## src/rtl/bist_pkg.sv

```systemverilog
// ============================================================================
// bist_pkg : shared types, tap positions, widths and LFSR step for the BIST
// Rev 1.0
// ============================================================================
`default_nettype none

package bist_pkg;

  typedef enum logic [2:0] {
    IDLE    = 3'd0,
    INIT    = 3'd1,
    APPLY   = 3'd2,
    COMPARE = 3'd3,
    DONE    = 3'd4
  } bist_state_e;

  localparam int CUT_IN_W  = 36;
  localparam int CUT_OUT_W = 7;
  localparam int MISR_W    = 16;

  // x^36 + x^25 + 1
  localparam int LFSR_TAP_A = 35;
  localparam int LFSR_TAP_B = 24;

  // x^16 + x^15 + x^13 + x^4 + 1
  localparam int MISR_TAP_A = 15;
  localparam int MISR_TAP_B = 14;
  localparam int MISR_TAP_C = 12;
  localparam int MISR_TAP_D = 3;

  function automatic logic [CUT_IN_W-1:0] lfsr_next(input logic [CUT_IN_W-1:0] s);
    return {s[CUT_IN_W-2:0], s[LFSR_TAP_A] ^ s[LFSR_TAP_B]};
  endfunction

endpackage

`default_nettype wire

```

## src/rtl/bist_misr16.sv

```systemverilog
// ============================================================================
// bist_misr16 : 16-bit multiple-input signature register for the 7-bit response
// Rev 1.0
// ============================================================================
`default_nettype none

module bist_misr16
  import bist_pkg::*;
(
  input  logic                 clk,
  input  logic                 rst,
  input  logic                 clr,
  input  logic                 en,
  input  logic [CUT_OUT_W-1:0] din,
  output logic [MISR_W-1:0]    sig
);

  logic [MISR_W-1:0] sig_q;
  logic [MISR_W-1:0] sig_d;
  logic              fb;

  always_comb begin
    fb    = sig_q[MISR_TAP_A] ^ sig_q[MISR_TAP_B] ^ sig_q[MISR_TAP_C] ^ sig_q[MISR_TAP_D];
    sig_d = sig_q;
    if (clr) begin
      sig_d = '0;
    end else if (en) begin
      sig_d = {sig_q[MISR_W-2:0], fb} ^ {{(MISR_W-CUT_OUT_W){1'b0}}, din};
    end
  end

  always_ff @(posedge clk or posedge rst) begin
    if (rst) begin
      sig_q <= '0;
    end else begin
      sig_q <= sig_d;
    end
  end

  assign sig = sig_q;

endmodule

`default_nettype wire

```

## src/rtl/bist_ctrl_circuit3.sv

```systemverilog
// ============================================================================
// bist_ctrl_circuit3 : LFSR/MISR self-test sequencer for the circuit3 core
// Rev 1.0
// ============================================================================
`default_nettype none

module bist_ctrl_circuit3
  import bist_pkg::*;
#(
  parameter int unsigned          NUM_PATTERNS  = 1000,
  parameter int unsigned          SETTLE_CYCLES = 0,
  parameter logic [CUT_IN_W-1:0]  LFSR_SEED     = 36'h0_0000_0001,
  parameter logic [MISR_W-1:0]    GOLDEN_SIG    = 16'h0000
) (
  input  logic                 clk,
  input  logic                 rst,
  input  logic                 start,
  input  logic                 abort,
  output logic [CUT_IN_W-1:0]  cut_in,
  input  logic [CUT_OUT_W-1:0] cut_out,
  output logic                 bist_mode,
  output logic                 busy,
  output logic                 done,
  output logic                 pass,
  output logic [MISR_W-1:0]    signature,
  output logic [15:0]          pat_cnt
);

  localparam logic [3:0]  SETTLE_LAST = SETTLE_CYCLES[3:0];
  localparam logic [15:0] LAST_CNT    = 16'(NUM_PATTERNS - 1);

  bist_state_e         state_q, state_d;
  logic [CUT_IN_W-1:0] lfsr_q, lfsr_d;
  logic [15:0]         cnt_q, cnt_d;
  logic [3:0]          hold_q, hold_d;
  logic                pass_q, pass_d;
  logic                misr_clr;
  logic                misr_en;
  logic [MISR_W-1:0]   misr_sig;

  bist_misr16 u_misr (
    .clk (clk),
    .rst (rst),
    .clr (misr_clr),
    .en  (misr_en),
    .din (cut_out),
    .sig (misr_sig)
  );

  // abort overrides every transition and leaves misr/pat_cnt intact for debug
  always_comb begin
    state_d  = state_q;
    lfsr_d   = lfsr_q;
    cnt_d    = cnt_q;
    hold_d   = hold_q;
    pass_d   = pass_q;
    misr_clr = 1'b0;
    misr_en  = 1'b0;
    if (abort) begin
      state_d = IDLE;
      pass_d  = 1'b0;
    end else begin
      case (state_q)
        IDLE: begin
          if (start) state_d = INIT;
        end
        INIT: begin
          lfsr_d   = LFSR_SEED;
          cnt_d    = '0;
          hold_d   = '0;
          pass_d   = 1'b0;
          misr_clr = 1'b1;
          state_d  = APPLY;
        end
        APPLY: begin
          if (hold_q != SETTLE_LAST) begin
            hold_d = hold_q + 4'd1;
          end else begin
            misr_en = 1'b1;
            lfsr_d  = lfsr_next(lfsr_q);
            hold_d  = '0;
            if (cnt_q != 16'hFFFF) cnt_d = cnt_q + 16'd1;
            if (cnt_q == LAST_CNT) state_d = COMPARE;
          end
        end
        COMPARE: begin
          pass_d  = (misr_sig == GOLDEN_SIG);
          state_d = DONE;
        end
        DONE: begin
          if (start) state_d = INIT;
        end
        default: state_d = IDLE;
      endcase
    end
  end

  always_ff @(posedge clk or posedge rst) begin
    if (rst) begin
      state_q <= IDLE;
      lfsr_q  <= LFSR_SEED;
      cnt_q   <= '0;
      hold_q  <= '0;
      pass_q  <= 1'b0;
    end else begin
      state_q <= state_d;
      lfsr_q  <= lfsr_d;
      cnt_q   <= cnt_d;
      hold_q  <= hold_d;
      pass_q  <= pass_d;
    end
  end

  assign busy      = (state_q == INIT) || (state_q == APPLY) || (state_q == COMPARE);
  assign bist_mode = busy;
  assign done      = (state_q == DONE);
  assign pass      = pass_q;
  assign cut_in    = bist_mode ? lfsr_q : '0;
  assign signature = misr_sig;
  assign pat_cnt   = cnt_q;

endmodule

`default_nettype wire
```

## config.mk

```make
export PLATFORM = sky130hd
export DESIGN_NAME = bist_ctrl_circuit3
export DESIGN_NICKNAME = d
export VERILOG_FILES = /design/src/rtl/bist_pkg.sv /design/src/rtl/bist_misr16.sv /design/src/rtl/bist_ctrl_circuit3.sv
export SDC_FILE = /design/constraint.sdc
export NUM_CORES = 1
export LEC_CHECK = 0
export BUFFER_PORTS_ARGS = -buffer_cell sky130_fd_sc_hd__buf_2
export CORE_MARGIN = 2
export CORE_UTILIZATION = 30
export CTS_CLUSTER_SIZE = 24
export DETAILED_ROUTE_END_ITERATION = 12
export PLACE_DENSITY = 0.59
export SLEW_MARGIN = 20
export SYNTH_ARGS = -nofsm -noshare
export SYNTH_HDL_FRONTEND = slang
export SYNTH_HIERARCHICAL = 1
export SYNTH_SLANG_ARGS = --single-unit
```

## constraint.sdc

```tcl
create_clock -name clk -period 2.3 [get_ports clk]
set_clock_uncertainty 0.1 [all_clocks]
set_input_delay 0.69 -clock clk [delete_from_list [all_inputs] [get_ports clk]]
set_output_delay 0.69 -clock clk [all_outputs]
set_load 0.005 [all_outputs]
```

# Yosys cells after proc, flatten, opt, wreduce, memory -nomap -nowiden
# Cells that the tools add are included.
[classes] addsub=2 bitwise=6 n_shift=0 div_mod_pow=0 n_lt_le_gt_ge=0 mux=22 n_eq_ne=11 reduce_logical=13 multipliers=0
[op_table] cell="two-way mux 36 bit" count=2
[op_table] cell="case mux 36 bit (2 select lines)" count=1
[op_table] cell="two-way mux 16 bit" count=4
[op_table] cell="case mux 16 bit (2 select lines)" count=1
[op_table] cell="adder 16 x 1 -> 16 bit, second input constant" count=1
[op_table] cell="== test 16 x 10 -> 1 bit, second input constant" count=1
[op_table] cell="logical NOT 16 bit" count=1
[op_table] cell="!= test 16 bit, second input constant" count=1
[op_table] cell="bitwise XOR 16 x 7 -> 16 bit" count=1
[op_table] cell="two-way mux 3 bit" count=4
[op_table] cell="case mux 3 bit (4 select lines)" count=1
[op_table] cell="case mux 4 bit (2 select lines)" count=1
[op_table] cell="== test 3 x 2 -> 1 bit, second input constant" count=2
[op_table] cell="two-way mux 1 bit" count=6
[op_table] cell="!= test 3 bit, second input constant" count=2
[op_table] cell="AND reduction 3 bit" count=2
[op_table] cell="adder 4 x 1 -> 4 bit, second input constant" count=1
[op_table] cell="two-way mux 4 bit" count=1
[op_table] cell="!= test 2 bit, second input constant" count=2
[op_table] cell="AND reduction 4 bit" count=1
[op_table] cell="nonzero test 2 bit" count=2
[op_table] cell="nonzero test 4 bit" count=1
[op_table] cell="bitwise XOR 1 bit" count=4
[op_table] cell="== test 3 x 1 -> 1 bit, second input constant" count=1
[op_table] cell="other kinds (9)" count=10
[word_totals] memories=0 in_bits=11 register_bits=76 ram_bits=0 latch_bits=0 romBits=0 word_cells=60 output_inout_bits=72

# Depth between registers and ports, before layout
# Gate-level depths: netlist of run 1.
[depth] word_depth=6 depth_mapped=11 ltp_nobuf=8

# Hierarchy
# The synthesis of run 1 kept the hierarchy.
[by_module_without_submodules] module="bist_ctrl_circuit3" instances=1 seq_area_each_um2=1502.7 area_each_um2=3235.6 cells_per_inst=382
[by_module_without_submodules] module="bist_misr16" instances=1 seq_area_each_um2=400.4 area_each_um2=747.0 cells_per_inst=65

# Least setup slack after synthesis of run 1
# OpenSTA, ideal clock, no wires.
[synth_path] kind="register to register" startpoint="register state_q[2]" endpoint="register u_misr.sig_q[0] (netlist: u_misr/sig[0])" slack_ns=-0.148 synth_period_minus_slack_ns=2.448 n_path_buf=5 arrival_ns=2.263 setup_ns=0.086 required_ns=2.114 stages_incl_launch_ff=12 cell_sequence="dfrtp_1 > buf_6 > or3b_2 > clkbuf_1 > o211ai_1 > buf_4 > buf_2 > nor2_1 > clkbuf_1 > nor2b_1 > nand2b_1 > o221ai_2"
[synth_via] elab_chain_cells=4 elab_cells_between_ends=8 classes_between="eq/ne (2); mux (5); reduce/logical (1)"
[synth_rtl] item="start: declaration" line="bist_ctrl_circuit3.sv:32" source="bist_state_e state_q, state_d;"
[synth_rtl] item="start signal: assignment" line="bist_ctrl_circuit3.sv:106" source="state_q <= state_d;"
[synth_rtl] item="== test 3 x 1 -> 1 bit *" line="bist_ctrl_circuit3.sv:63" source="case (state_q)"
[synth_rtl] item="two-way mux 1 bit *" line="bist_ctrl_circuit3.sv:63"
[synth_rtl] item="two-way mux 1 bit *" line="bist_ctrl_circuit3.sv:59" source="if (abort) begin"
[synth_rtl] item="named net misr_clr" line="bist_ctrl_circuit3.sv:37" source="logic misr_clr;"
[synth_rtl] item="two-way mux 16 bit or nonzero test 2 bit (tied branches)"
[synth_rtl] item="end signal: assignment" line="bist_misr16.sv:36" source="sig_q <= sig_d;"
[synth_rtl] item="end: declaration" line="bist_misr16.sv:18" source="logic [MISR_W-1:0] sig_q;"
# Mark *: on every way through the listed nets, which the timed path passes. The rest lies on a longest branch.
# A chain may end at the register's enable or synchronous reset.

# Final worst setup path of run 1
[layout_path] startpoint="register state_q[1]" endpoint="output port cut_in[18]"
[layout_via] elab_chain_cells=4 elab_cells_between_ends=6 classes_between="eq/ne (3); mux (1); reduce/logical (2)"
[layout_rtl] item="== test 3 x 1 -> 1 bit or == test 3 x 2 -> 1 bit (tied branches)" line="bist_ctrl_circuit3.sv:114" source="assign busy = (state_q == INIT) || (state_q == APPLY) || (state_q == COMPARE);"
[layout_rtl] item="logical OR 1 bit" line="bist_ctrl_circuit3.sv:114"
[layout_rtl] item="logical OR 1 bit *" line="bist_ctrl_circuit3.sv:114"
[layout_rtl] item="two-way mux 36 bit *" line="bist_ctrl_circuit3.sv:118" source="assign cut_in = bist_mode ? lfsr_q : '0;"
[layout_rtl] item="end: declaration" line="bist_ctrl_circuit3.sv:19" source="output logic [CUT_IN_W-1:0] cut_in,"
# Every way passes the cells marked *; elsewhere a longest branch is shown, timed or not.

==> results of run 1 <==
Yosys cell counts (2+ instances only):
| master | count | area [um^2] |
|---|---|---|
| a211oi_1 | 7 | 52.6 |
| a21oi_1 | 9 | 45.0 |
| a31oi_1 | 3 | 18.8 |
| a41oi_1 | 2 | 17.5 |
| and2_1 | 36 | 225 |
| and3_1 | 5 | 31.3 |
| buf_2 | 7 | 35.0 |
| buf_4 | 4 | 30.0 |
| buf_6 | 2 | 22.5 |
| clkbuf_1 | 15 | 56.3 |
| dfrtp_1 | 75 | 1880 |
| ha_1 | 3 | 37.5 |
| inv_1 | 12 | 45.0 |
| mux2i_1 | 10 | 100 |
| nand2_1 | 90 | 338 |
| nand2b_1 | 4 | 25.0 |
| nand3_1 | 52 | 260 |
| nand4_1 | 2 | 12.5 |
| nor2_1 | 26 | 97.6 |
| nor2b_1 | 2 | 12.5 |
| nor3_1 | 7 | 35.0 |
| nor3b_1 | 2 | 15.0 |
| nor4_1 | 4 | 25.0 |
| o211ai_1 | 9 | 67.6 |
| o21ai_0 | 8 | 40.0 |
| o41ai_1 | 2 | 17.5 |
| or3_1 | 4 | 25.0 |
| or3_2 | 2 | 15.0 |
| or3b_2 | 2 | 17.5 |
| or4_1 | 8 | 60.1 |
| xnor2_1 | 7 | 61.3 |
| xor2_1 | 2 | 17.5 |
state kept, by name, indices dropped and copies added (netlist names):
register,cells
state_q,3
lfsr_q,36
pass,1
pat_cnt,16
u_misr/sig,16
hold_q,4
routing by layer:
metal | wire (um) | global-route usage [%] | vias up | share of wire [%]
li1 | - | - | 1744 | -
met1 | 4960 | 21.5 | 1731 | 47
met2 | 4740 | 23.7 | 105 | 45
met3 | 572 | 3.26 | 19 | 5.5
met4 | 177 | 6.25 | 0 | 1.7
met5 | 0 | 0 | - | 0
what timing repair did:
item | in CTS | in global routing
resized for setup | 13 | 9
setup buffers | 5 | 3
pin swaps | 2 | 4
setup endpoints to repair | 24 | 94
cloned | 2 | 0
area by class of cell:
cell class	instances	share of cell area, %
clock buffer	12	4.72
inverter	12	0.911
multi-input combinational	330	36.9
timing repair buffer	119	15.3
sequential	76	36.5
tap	176	4.22
clock inverter	4	1.44
stage by stage:
stage	TNS (ns)	utilization, %	worst slack, ns	cells	power [mW]
final	0	39.9	0.0155	729	4.10
after global routing	-0.826	39.9	-0.0601	729	4.35
after CTS	0	39.6	0.000868	727	4.18
after detailed placement	-3.34	36.2	-0.179	704	2.55
after global placement	-2.35	36.2	-0.111	704	2.52
after floorplan	0	-	0.0211	447	2.16
kinds of logic (layout without fill, tap and decap cells):
group / Yosys count / after routing
compound gates: 55 / 55
simple gates: 252 / 252
buf+inv: 41 / 147
fa+ha+maj: 3 / 3
xor+xnor: 10 / 10
flops: 76 / 76
mux: 10 / 10
worst max-delay path, delay by kind of cell (launching register included):
kind / cells / cell delay, ns
flip-flops: 1 / 0.43
AND/OR/NAND/NOR: 3 / 0.33
buffers and inverters: 3 / 0.38
where the power goes:
group          internal [mW]  switching [mW]  leakage [nW]  total, mW
registers               1.50           0.224          1.03       1.72
logic                  0.398           0.450          1.45      0.848
clock network          0.981           0.554         0.149       1.54
total                   2.88            1.23          2.63       4.10
worst min path at each step:
stage,start,endpoint,slack [ns],cells after the start
global route,rst,lfsr_q[14],0.35,2
CTS,rst,lfsr_q[12],0.32,2
detailed placement,lfsr_q[26],lfsr_q[26],0.37,2
floorplan,lfsr_q[10],lfsr_q[10],0.35,2
finish,rst,lfsr_q[12],0.31,2
global placement,lfsr_q[27],lfsr_q[27],0.37,2
==> impl_results.md, run 1 <==
* Critical Path End: cut_in[18]
* Final wirelength at roughly 10000 um
* Post-synthesis mux area share at between 2 and 3%
* Critical path arrival at 1.49 ns
* Worst flop-to-flop path startpoint: state_q[0]
* Hold_buf cts at 0
* H-tree depth at 3
* Slowest cell on crit path: dfrtp_2
* CP required at 1.51 ns
* EDFF count, synth at 0
* Row count at between 40 and 50
* Warnings from Yosys at 6
* Crit. Startpoint: state_q[1]
* Sequential fraction of the synthesis area at around 48%
* GRT Resource Usage Total at between 10% and 20%
* Setup slack, reg-to-reg at between 0.1 and 0.15 ns
* Clk root buf: clkbuf_16
* Kind of critical path: flip-flop to output pin
* Final Hold Vio Count at 0
* Max cap viols at 0
* CTS Buffer Depth at 2
* Most used cell along the critical path: nor2_4
* Area used by multi-input combinational logic at 1920 um^2
* Share of cells above drive strength 1 at 28.6%
* DRC violations left at 0
* WL/cell at ~14 um
* Remaining antenna violation count after routing at 0
* Seq. cell area at about 1900 um^2
* Worst hold margin at just over 0.3 ns
* VDD IR-drop max at between 0.3 and 0.4 mV
* Adder-cell share of the synthesized area at less than 1%
* Post-synth ARST share at 100%
* Leak at ~2.6 nW
* Chip Height at approximately 120 um
* DRT Pass-1 Iters at 4
* RSZ-0062 raised after global routing: true
* Primary FF master, synth: dfrtp_1
* Max FO, Critical Path at 9
* Total Nets Final at 562
* RePlAce Congestion at 0.900
* Hold Crit Class: primary input to asynchronous set/reset pin
* Yosys reg bits at 76
* CORE AREA at between 10000 and 15000 um^2
* Grt total ovfl at 0
* Net Count, Synth at about 460
* Finish-stage setup viols at 0
* Tmin final at about 2.3 ns
* Die area at roughly 14000 um^2
* R2R depth at 5
* CTS clock-pin slew for the worst setup and hold paths at roughly 0.06 ns
* Num CTS Buffers at 9
* Crit Reg-Reg Endpoint: pat_cnt[10]
* Die Width at about 120 um
* Vias at roughly 3600
* CTS tree: yes
* Complex-gate fraction of the synthesized area at roughly a tenth
* Placed Area at between 4000 and 5000 um^2
* Commonest cells after routing, fill and taps aside: nand2_1, buf_2, dfrtp_1
* Slew margin rel. at 59.7%
* Worst skew pair latency at between 0.3 and 0.4 ns
* Post-Syn Instances at approximately 450
* Area growth syn-to-layout at 31.1%
* Vias per cell at ~5
* Port bufs at between 80 and 90
* Detailed placement HPWL at 7100 um
* Vias in the first global route at approximately 3600
* Worst Tran Pin Value at 0.603 ns
* Pin count of the biggest net entering global routing at 38
* TritonCTS sink count at 76
* Crit start category: flip-flop
* Post-synthesis cell area at about 4000 um^2
* Fin area at 5220 um^2
* First-pass GRT wire length at around 18000 um
* CP Capture Type: output pin
* Layout fillers at about 1300
* Initial antenna violation count at 0
* Largest family of logic cells by synthesized area: simple AND/OR/NAND/NOR gates
* Synth Area in XOR/XNOR at under 10%
* Synth cell types at 56
* Antenna fix cells at 0
* Peak Freq at between 400 and 500 MHz
* Io pins at a little over 80
* Most common cell after layout, fill and taps aside: nand2_1
* Status: complete, no violations
* Tcrit/Tclk final at just under 100%
* Avg Inst Size Synth at 8.91 um^2
* CP cell instances: nor2_4 -> nor2_4 -> buf_6 -> buf_16 -> and2_1 -> buf_2
* Largest stage delay, worst path at approximately 0.43 ns
* Pwr per Cell Area at between 700 and 800 nW/um^2
* Slew Viols, Final at 0
* Initial Util at ~30%
* DRT iter0 DRCs at around 200
* Post-synthesis simple-gate area fraction at 31.2%
Note: power is estimated with default switching activity, not from simulation.
==> run 2: changes to the inputs <==
--- a/config.mk
+++ b/config.mk
@@ -10,6 +10,7 @@
 export CORE_UTILIZATION = 30
 export CTS_CLUSTER_SIZE = 24
 export DETAILED_ROUTE_END_ITERATION = 12
+export MAX_ROUTING_LAYER = met4
 export PLACE_DENSITY = 0.59
 export SLEW_MARGIN = 20
 export SYNTH_ARGS = -nofsm -noshare
==> run 2 against run 1 <==
Sequential power is essentially flat. Critical path depth is the same. Cell area is the same. Clock power is essentially flat. Critical path type unchanged.
==> impl_results.md, run 2 (same netlist as run 1, synthesis figures left out) <==
* Remaining antenna violation count after routing at 0 (unchanged)
* H-tree depth at 3 (unchanged)
* Antenna fix cells at 0 (unchanged)
* Most common cell after layout, fill and taps aside: nand2_1
* CORE AREA at 13100 um^2 (unchanged)
* TritonCTS sink count at 76 (unchanged)
* RePlAce Congestion at 0.915 (+1.7%)
* VDD IR-drop max at 0.390 mV (about the same)
* Final Hold Vio Count at 0 (unchanged)
* Max reg flops at 36 (unchanged)
* PnR Total Power at 4.10 mW (about the same)
* Num CTS Buffers at 9 (unchanged)
* WL/cell at 14.3 um (about the same)
* GRT Resource Usage Total at 16.0% (+0.42 points)
* Chip Height at 119 um (unchanged)
* Pwr per Cell Area at 786 nW/um^2 (about the same)
* Die Width at 119 um (unchanged)
* Worst Tran Pin Value at 0.589 ns (-0.0142 ns)
* Largest reg by FF count: lfsr_q
* Fin area at 5220 um^2 (unchanged)
* Area growth syn-to-layout at 31.1% (unchanged)
* CTS clock-pin slew for the worst setup and hold paths at 0.06 ns (about the same)
* Total Nets Final at 562 (unchanged)
* Slew margin rel. at 60.7% (+0.95 points)
* Hold_buf cts at 0 (unchanged)
* Detailed placement HPWL at 7100 um (unchanged)
* DRT iter0 DRCs at 218 (+11%)
* Vias at 3597 (-0.056%)
* Initial antenna violation count at 0 (unchanged)
* Vias per cell at 4.93 (about the same)
* Port bufs at 82 (unchanged)
* Kind of critical path: flip-flop to output pin
* Setup WS post-layout at 0.0181 ns (+0.00260 ns)
* Critical path arrival at 1.49 ns (about the same)
* Worst flop-to-flop path startpoint: state_q[0]
* CP Capture Type: output pin
* Max cap viols at 0 (unchanged)
* Tcrit/Tclk final at 99.2% (-0.11 points)
* Max FO, Critical Path at 9 (unchanged)
* Worst hold margin at 0.310 ns (-0.000594 ns)
* Setup WS pre-CTS at -0.179 ns (unchanged)
* Finish-stage setup viols at 0 (unchanged)
* DRC violations left at 0 (unchanged)
* Placed Area at 4740 um^2 (unchanged)
* Initial Util at 30.4% (unchanged)
* Worst skew pair latency at 0.33 ns (about the same)
* Peak Freq at 438 MHz (+0.11%)
* CTS tree: yes
* Status: complete, no violations
* Hold Crit Class: primary input to asynchronous set/reset pin
* CTS Buffer Depth at 2 (unchanged)
* First-pass GRT wire length at 17800 um (-0.20%)
* Final wirelength at 10500 um (about the same)
* Die area at 14200 um^2 (unchanged)
* RSZ-0062 raised after global routing: true
* Leak at 2.63 nW (unchanged)
* Tmin final at 2.28 ns (-0.00260 ns)
* Clk root buf: clkbuf_16
* Crit. Startpoint: state_q[1]
* Pin count of the biggest net entering global routing at 38 (unchanged)
* Crit start category: flip-flop
* Row count at 42 (unchanged)
* Share of cells above drive strength 1 at 28.6% (unchanged)
* Vias in the first global route at 3609 (+0.17%)
* Slew Viols, Final at 0 (unchanged)
* Grt total ovfl at 0 (unchanged)
* CP required at 1.51 ns (about the same)
* Io pins at 83 (unchanged)
* Commonest cells after routing, fill and taps aside: nand2_1, buf_2, dfrtp_1
* DRT Pass-1 Iters at 4 (unchanged)
## run 2: cell counts in the layout (fill, tap and decap cells not counted)
No cell type changed its count.
## run 2: path summary, 6_finish.rpt
path,to,slack [ns],cells past startpoint
worst min-delay path,lfsr_q[12],0.31,2
worst min register to register,lfsr_q[20],0.39,2
max in group asynchronous,lfsr_q[20],1.22,3
min in group clk,lfsr_q[20],0.39,2
worst max register to register,pat_cnt[10],0.13,5
worst max-delay path,cut_in[18],0.02,6
## run 2: layer usage
layer / wire [um] / vias up / track usage, %
met5: 0 / - / -
met4: 167 / 0 / 6.25
met3: 594 / 17 / 3.21
met2: 4720 / 112 / 23.9
met1: 4970 / 1721 / 21.3
li1: - / 1747 / -
## run 2: what timing repair did
| action | in CTS | in global routing |
|---|---|---|
| buffers inserted | 5 | 3 |
| resized for setup | 13 | 9 |
| hold endpoints to repair | 0 | 0 |
| cloned | 2 | 0 |
| pin swaps | 2 | 4 |
| endpoints found under the setup margin | 24 | 94 |
## run 2: where the power goes
group,switching [mW],internal (mW),total [mW]
sequential,0.223,1.50,1.72
clock,0.551,0.981,1.53
combinational,0.452,0.398,0.850
total,1.23,2.88,4.10
## run 2: critical path, cell delays in order (launching register included)
cell	delay, ns
dfrtp_2	0.43
nor2_4	0.14
nor2_4	0.05
buf_6	0.13
buf_16	0.13
and2_1	0.15
buf_2	0.12
## run 2: area by class of cell
| class | instances | area, um^2 |
|---|---|---|
| Clock inverter | 4 | 75.1 |
| Tap cell | 176 | 220 |
| Sequential cell | 76 | 1910 |
| Multi-Input combinational cell | 330 | 1920 |
| Fill cell | 1299 | 7870 |
| Inverter | 12 | 47.5 |
| Clock buffer | 12 | 246 |
| Timing Repair Buffer | 119 | 801 |
## run 2: metrics by stage
stage,TNS (ns),instances,utilization [%]
2_1_floorplan,0,447,-
3_3_place_gp,-2.35,704,36.2
3_5_place_dp,-3.34,704,36.2
4_1_cts,0,727,39.6
5_1_grt,-0.826,729,39.9
6_report,0,729,39.9
